$ cat config.mk
export PLATFORM = sky130hd
export DESIGN_NAME = axi_rd_arbiter
export DESIGN_NICKNAME = d
export VERILOG_FILES = /design/src/rtl/axi_rd_arbiter.sv
export SDC_FILE = /design/constraint.sdc
export NUM_CORES = 1
export LEC_CHECK = 0
export ABC_AREA = 1
export BUFFER_PORTS_ARGS = -buffer_cell sky130_fd_sc_hd__buf_2
export CORE_AREA = 4 4 88 90
export DETAILED_ROUTE_END_ITERATION = 10
export DIE_AREA = 0 0 92 94
export PLACE_DENSITY = 0.76
export SLEW_MARGIN = 40
export SYNTH_ARGS = -nofsm -noshare
export SYNTH_HDL_FRONTEND = slang
export SYNTH_SLANG_ARGS = --single-unit
$ cat constraint.sdc
create_clock -name clk -period 1.94 [get_ports clk]
set_clock_uncertainty 0.1 [all_clocks]
set_input_delay 0.194 -clock clk [delete_from_list [all_inputs] [get_ports clk]]
set_output_delay 0.194 -clock clk [all_outputs]
set_load 0.005 [all_outputs]
$ cat src/rtl/axi_rd_arbiter.sv
`default_nettype none
// +--------------------------------------------------------------------------+
// | Module      : axi_rd_arbiter                                             |
// | Description : Two-port (ICache = port 0, DCache = port 1) read arbiter   |
// |               onto one AXI3-style AR/R channel pair. One transaction is  |
// |               outstanding at a time, and return beats are routed by RID. |
// |               Define RD_ARB_RR_EN for round-robin arbitration. The       |
// |               default is fixed priority, with data over inst.            |
// | Revision    : 1.0 - initial release                                      |
// +--------------------------------------------------------------------------+
module axi_rd_arbiter #(
  parameter int BURST_LEN = 4,
  parameter int ADDR_W    = 32
) (
  input  logic              clk,
  input  logic              reset,
  // ICache port
  input  logic              inst_rd_req,
  input  logic              inst_rd_type,
  input  logic [ADDR_W-1:0] inst_rd_addr,
  output logic              inst_rd_rdy,
  output logic              inst_ret_valid,
  output logic              inst_ret_last,
  output logic [31:0]       inst_ret_data,
  // DCache port
  input  logic              data_rd_req,
  input  logic              data_rd_type,
  input  logic [ADDR_W-1:0] data_rd_addr,
  output logic              data_rd_rdy,
  output logic              data_ret_valid,
  output logic              data_ret_last,
  output logic [31:0]       data_ret_data,
  // AXI read address channel
  output logic [3:0]        arid,
  output logic [ADDR_W-1:0] araddr,
  output logic [7:0]        arlen,
  output logic [2:0]        arsize,
  output logic [1:0]        arburst,
  output logic              arvalid,
  input  logic              arready,
  // AXI read data channel
  input  logic [3:0]        rid,
  input  logic [31:0]       rdata,
  input  logic              rlast,
  input  logic              rvalid,
  output logic              rready,
  // status
  output logic              busy
);

  localparam logic [1:0] c_IDLE = 2'd0;
  localparam logic [1:0] c_AR   = 2'd1;
  localparam logic [1:0] c_R    = 2'd2;

  localparam logic [3:0] c_ID_INST = 4'd0;
  localparam logic [3:0] c_ID_DATA = 4'd1;

  logic [1:0]        r_state;
  logic [ADDR_W-1:0] r_araddr;
  logic [3:0]        r_arid;
  logic [7:0]        r_arlen;
  logic [7:0]        r_beat_cnt;

  logic              w_grant_data;
  logic              w_line;
  logic [ADDR_W-1:0] w_addr;
  logic              w_ar_hs;
  logic              w_beat_match;

`ifdef RD_ARB_RR_EN
  // 1 = data was granted last; reset points at inst so data wins the first tie
  logic r_last_grant;

  // Remember which port won the most recent arbitration
  always_ff @(posedge clk or posedge reset) begin
    if (reset) begin
      r_last_grant <= 1'b0;
    end else if (r_state == c_IDLE && (inst_rd_req || data_rd_req)) begin
      r_last_grant <= w_grant_data;
    end
  end

  // On a tie, the port that was not granted last wins
  always_comb begin
    w_grant_data = data_rd_req && (!inst_rd_req || !r_last_grant);
  end
`else
  // Fixed priority: data always wins a tie
  always_comb begin
    w_grant_data = data_rd_req;
  end
`endif

  // Select the winner's request fields and work out the AR handshake and matching beats
  always_comb begin
    w_line       = w_grant_data ? data_rd_type : inst_rd_type;
    w_addr       = w_grant_data ? data_rd_addr : inst_rd_addr;
    w_ar_hs      = (r_state == c_AR) && arready;
    w_beat_match = (r_state == c_R) && rvalid && (rid == r_arid);
  end

  // Transaction FSM: latch the request in IDLE, hold AR until ready, drain R until matching rlast
  always_ff @(posedge clk or posedge reset) begin
    if (reset) begin
      r_state    <= c_IDLE;
      r_araddr   <= '0;
      r_arid     <= 4'd0;
      r_arlen    <= 8'd0;
      r_beat_cnt <= 8'd0;
    end else begin
      case (r_state)
        c_IDLE: begin
          if (inst_rd_req || data_rd_req) begin
            // Line refills are aligned to the 16-byte line
            r_araddr <= w_line ? {w_addr[ADDR_W-1:4], 4'b0000} : w_addr;
            r_arlen  <= w_line ? 8'(BURST_LEN - 1) : 8'd0;
            r_arid   <= w_grant_data ? c_ID_DATA : c_ID_INST;
            r_state  <= c_AR;
          end
        end
        c_AR: begin
          if (arready) begin
            r_beat_cnt <= 8'd0;
            r_state    <= c_R;
          end
        end
        c_R: begin
          // Every beat is accepted; beats with a foreign RID are dropped
          if (rvalid) begin
            r_beat_cnt <= r_beat_cnt + 8'd1;
          end
          // Only rlast from our own ID ends the transaction, whatever the beat count
          if (w_beat_match && rlast) begin
            r_state <= c_IDLE;
          end
        end
        default: r_state <= c_IDLE;
      endcase
    end
  end

  // AR channel fields come straight from the latched request
  always_comb begin
    arvalid = (r_state == c_AR);
    araddr  = r_araddr;
    arlen   = r_arlen;
    arid    = r_arid;
    arsize  = 3'b010;
    arburst = 2'b01;
    rready  = (r_state == c_R);
    busy    = (r_state != c_IDLE);
  end

  // Acknowledge the granted requester and route return beats by RID
  always_comb begin
    inst_rd_rdy    = w_ar_hs && (r_arid == c_ID_INST);
    data_rd_rdy    = w_ar_hs && (r_arid == c_ID_DATA);
    inst_ret_valid = w_beat_match && (r_arid == c_ID_INST);
    data_ret_valid = w_beat_match && (r_arid == c_ID_DATA);
    inst_ret_last  = inst_ret_valid && rlast;
    data_ret_last  = data_ret_valid && rlast;
    inst_ret_data  = rdata;
    data_ret_data  = rdata;
  end

endmodule
`default_nettype wire

== Word level (Yosys, flattened, before mapping) ==
Index checks and enable logic that the tools add are counted.
Word-level totals
  memory bits (read-only): 0
  word-level logic and storage cells: 36
  memory bits (writable): 0
  memories: 0
  bits of input ports: 109
  latch bits: 0
  register bits after elaboration: 46
  output and inout port bits: 122
Cells by class
  reduce and logical (&&, ||, !) cells: 16
  add/subtract/negate cells: 0
  order comparisons: 0
  multipliers: 0
  muxes and demuxes: 9
  bitwise operators: 0
  divide/modulo/power cells: 0
  shifts and indexed selects: 0
  equality and inequality tests: 7
Operators by type and width (count)
  two-way mux 32 bit: 1
  logical AND 1 bit: 10
  two-way mux 2 bit: 4
  one-hot mux 2 bit (3 select lines): 1
  equality test 4 x 1 -> 1 bit, second input constant: 1
  equality test 4 bit: 1
  zero test 4 bit: 1
  two-way mux 4 bit: 1
  != test 2 x 1 -> 1 bit, second input constant: 2
  AND reduction 3 bit: 1
  equality test 2 x 1 -> 1 bit, second input constant: 1
  equality test 2 bit, second input constant: 1
  zero test 2 bit: 1
  two-way mux 1 bit: 2
  != test 2 bit, second input constant: 1
  AND reduction 2 bit: 1
  nonzero test 2 bit: 1
  logical OR 1 bit: 1

== Logic depth before layout (Yosys ltp) ==
  depth after elaboration: 6
  gate-level depth with buffers: 7
  mapped depth without buffers: 7

== Worst setup path after synthesis ==
OpenSTA, ideal clock, no wires.
  path type: reg-to-output
  start: reg r_state[1]
  end: out data_ret_last
  path buffers: 0
  slack: 0.698 ns
  stages on the path, launching flop included: 7
  data required time: 1.646 ns
  data arrival time: 0.948 ns
  cells stage by stage: dfrtp_1 inv_1 nor2_1 nand2_1 nor2_1 nand3_1 nor2_1
Between the ends
  cells in the longest elaborated chain, start to end: 5
Ends and longest elaborated chain
  from (decl): RTL line 58  | logic [1:0] r_state;
  from (signal assigned): RTL line 105  | r_state <= c_IDLE;
  from (signal assigned): RTL line 118  | r_state <= c_AR;
  from (signal assigned): RTL line 124  | r_state <= c_R;
  equality test 2 bit
  named net rready: RTL line 46  | output logic rready,
  logical AND 1 bit (2 in series): RTL line 99  | w_beat_match = (r_state == c_R) && rvalid && (rid == r_arid);
  logical AND 1 bit: RTL line 159  | data_ret_valid = w_beat_match && (r_arid == c_ID_DATA);
  logical AND 1 bit: RTL line 161  | data_ret_last = data_ret_valid && rlast;
  to (decl): RTL line 31  | output logic data_ret_last,
The timed path passes the listed nets, and every way through them passes these cells.

== Worst setup path after layout ==
  start: reg r_state[1]
  end: out data_ret_last
Between the ends
  cells in the longest elaborated chain, start to end: 5
Ends and longest elaborated chain (RTL line)
  equality test 2 bit
  logical AND 1 bit (2 in series): 99
  logical AND 1 bit: 159
  logical AND 1 bit: 161
No other way between the ends.

==> results.ini <==
[run_status]
status=complete, no violations

[timing]
slew_violations=0
fmax_ghz=0.5604
final-setup-viol-count=0
timing_hold_violations_final=0
fin_setup_tns_ns=0
final.min_clock_period_ns=1.785
rsz0062_at_grt=no
finalCritPeriodShare_pct=91.99

[yosys]
yosys.area_share.simple_pct=19.07
synth_cell_types=20
ys.warnings.count=0
yosysTopAreaCell=dfrtp_1
synth.top_cells.by_area=dfrtp_1 39%, buf_4 26%, nand2_1 11%, a31oi_1 7.5%, nor2_1 5.9%
avgSynthCellArea_um2=7.919
syn_area_mm2=0.002336
synth_top_area_share_pct=38.56
synthMuxAreaShare_pct=1.714
synth_top_family_by_area=buffers and inverters
synth_compound_area_share_pct=9.213
seq_area_frac_synth_pct=38.56
synth-xor-area-share_pct=0
syn_inst=295
synth_seq_cells=36
synthAdderAreaFrac_pct=0

[cells_and_area]
syn_to_final_growth_pct=12.48
n_antenna_cell=0
n_fill_cell=752
fin_cells=450
drive_gt1_share_pct=39.03
layout.nets=459
fin_util_pct=37.22
seq_area_um2=900.9
multi_input_area_um2=753.2

[place]
hpwl_mm=4.846
dp.cells=440
port_buffers=120
routabilityCongestion=0.7601

[clock_tree]
ctsHoldBuffers=2
cts.sinks=36
cts_setup_buffers=0
tritoncts=done
cts_max_level=2
cts_inserted_buffers=5
cts_resized=0
cts.clk_slew.worst_paths_ns=0.07
cts.path.max_buffers=2
root_buffer=clkbuf_8
clock_latency_ns=0.28

[global_routing]
antenna_found_initial=0
grt_pass1_vias=1810
grt.overflow.total=0
grt_usage_pct=12.92
grt_start_max_net_pins=38
grt_pass1_wl_mm=8.928

[hold_path]
hold_class=in -> reg

[die]
start_util_pct=33.09
io_pins=231
die_area_mm2=0.008648
chipWidth_um=92
core_mm2=0.007059
rows=31
die-height_um=94

[detailed_routing]
wl_met2_mm=2.822
met3WireLength_um=693
via_count=1976
ant_nets=0
vias_per_cell=4.391
drt_iter0_markers=66
wl_met1_mm=2.319
top_layer=met4
drt_pre_antenna_iters=5
drc=0
post_drt_wl_per_cell_um=13.29
wl_mm=5.982

[pwr]
powerDensity_mw_per_mm2=1300
p_leak_nw=1.393
peakVddDrop_uv=410.9

[critical_path]
worstPathMaxFanout=4
ff2ff_setup_slack_ns=0.46
criticalPathCategory=reg -> out
cp.required_ns=1.65
arrival_ns=1.49
cp-end-kind=primary output
start_kind=register

[run]
cap_viol_max_count=0

[routing by layer]
metal / track usage (%) / vias up
met5: 0 / -
met3: 5.208 / 21
met4: 5.569 / 0
met2: 22.08 / 126
li1: - / 948
met1: 14.19 / 881
[synthesized netlist by cell type, drive strengths merged]
library cell / n
nor2: 39
nand2: 71
dfrtp: 36
conb: 2
a31oi: 28
o21a: 1
clkbuf: 2
inv: 12
o21ai: 5
o31ai: 1
nand3: 2
mux2i: 4
nor4: 2
buf: 90
[kinds of logic after synthesis]
kind of cell / Yosys count
buf+inv: 104
other cells: 2
flops: 36
compound gates: 35
mux: 4
simple gates: 114
[worst paths after layout]
path	start	cells after the start	to
min in group asynchronous	reset	4	arlen[0]
max reg2reg	r_state[0]	6	araddr[6]
max in group asynchronous	reset	4	araddr[7]
min reg2reg	r_state[1]	1	r_state[0]
min	inst_rd_addr[15]	3	araddr[15]
max	r_state[1]	7	data_ret_last
[cell usage in the layout (no fill, tap or decap), types with 2 or more instances in the layout]
cell type      netlist  layout
a31oi_1             28      28
inv_1               11      11
dlygate4sd3_1        0       2
nor2_1              37      37
nand3_1              2       2
conb_1               2      14
o21ai_1              4       4
nor4_1               2       2
mux2i_1              4       4
clkbuf_8             0       7
buf_2                5     120
buf_4               82       5
nand2_1             71      71
dfrtp_1             36      36
[registers in the layout, summed over array words and instances (netlist names)]
signal / flops
arid: 1
arlen: 1
r_state: 2
araddr: 32
[power by group]
part / internal (mW) / switching (mW) / leakage, nW
Clock: 0.454 / 0.264 / 0.0645
Combinational: 0.625 / 0.737 / 0.916
Sequential: 1.13 / 0.207 / 0.413
[worst max-delay path, cell delays in order (launching register included)]
cell and delay (ns):
dfrtp_1 0.38, inv_1 0.06, nor2_1 0.23, nand2_1 0.09, nor2_1 0.09, nand3_1 0.13, nor2_1 0.11, buf_2 0.12
[layout make-up]
type | count | area share [%]
multi-input cells | 167 | 28.67
inverters | 12 | 1.714
well taps | 99 | 4.714
clock inverters | 1 | 1.143
repair buffers | 128 | 25.81
clock buffers | 7 | 3.667
flip-flops and latches | 36 | 34.29
[per-stage QoR]
stage          hold slack (ns)  worst slack, ns  cell area, um2  total power, mW
2_1_floorplan           0.1803           0.6983            2381            2.270
3_3_place_gp            0.2138           0.5003            2481            2.684
3_5_place_dp            0.2288           0.4104            2481            2.737
4_1_cts                0.04890           0.1685            2628            3.474
5_1_grt                0.05548          0.02426            2628            3.709
6_report               0.06338           0.1554            2628            3.415
Note: power is estimated with default switching activity, not from simulation.
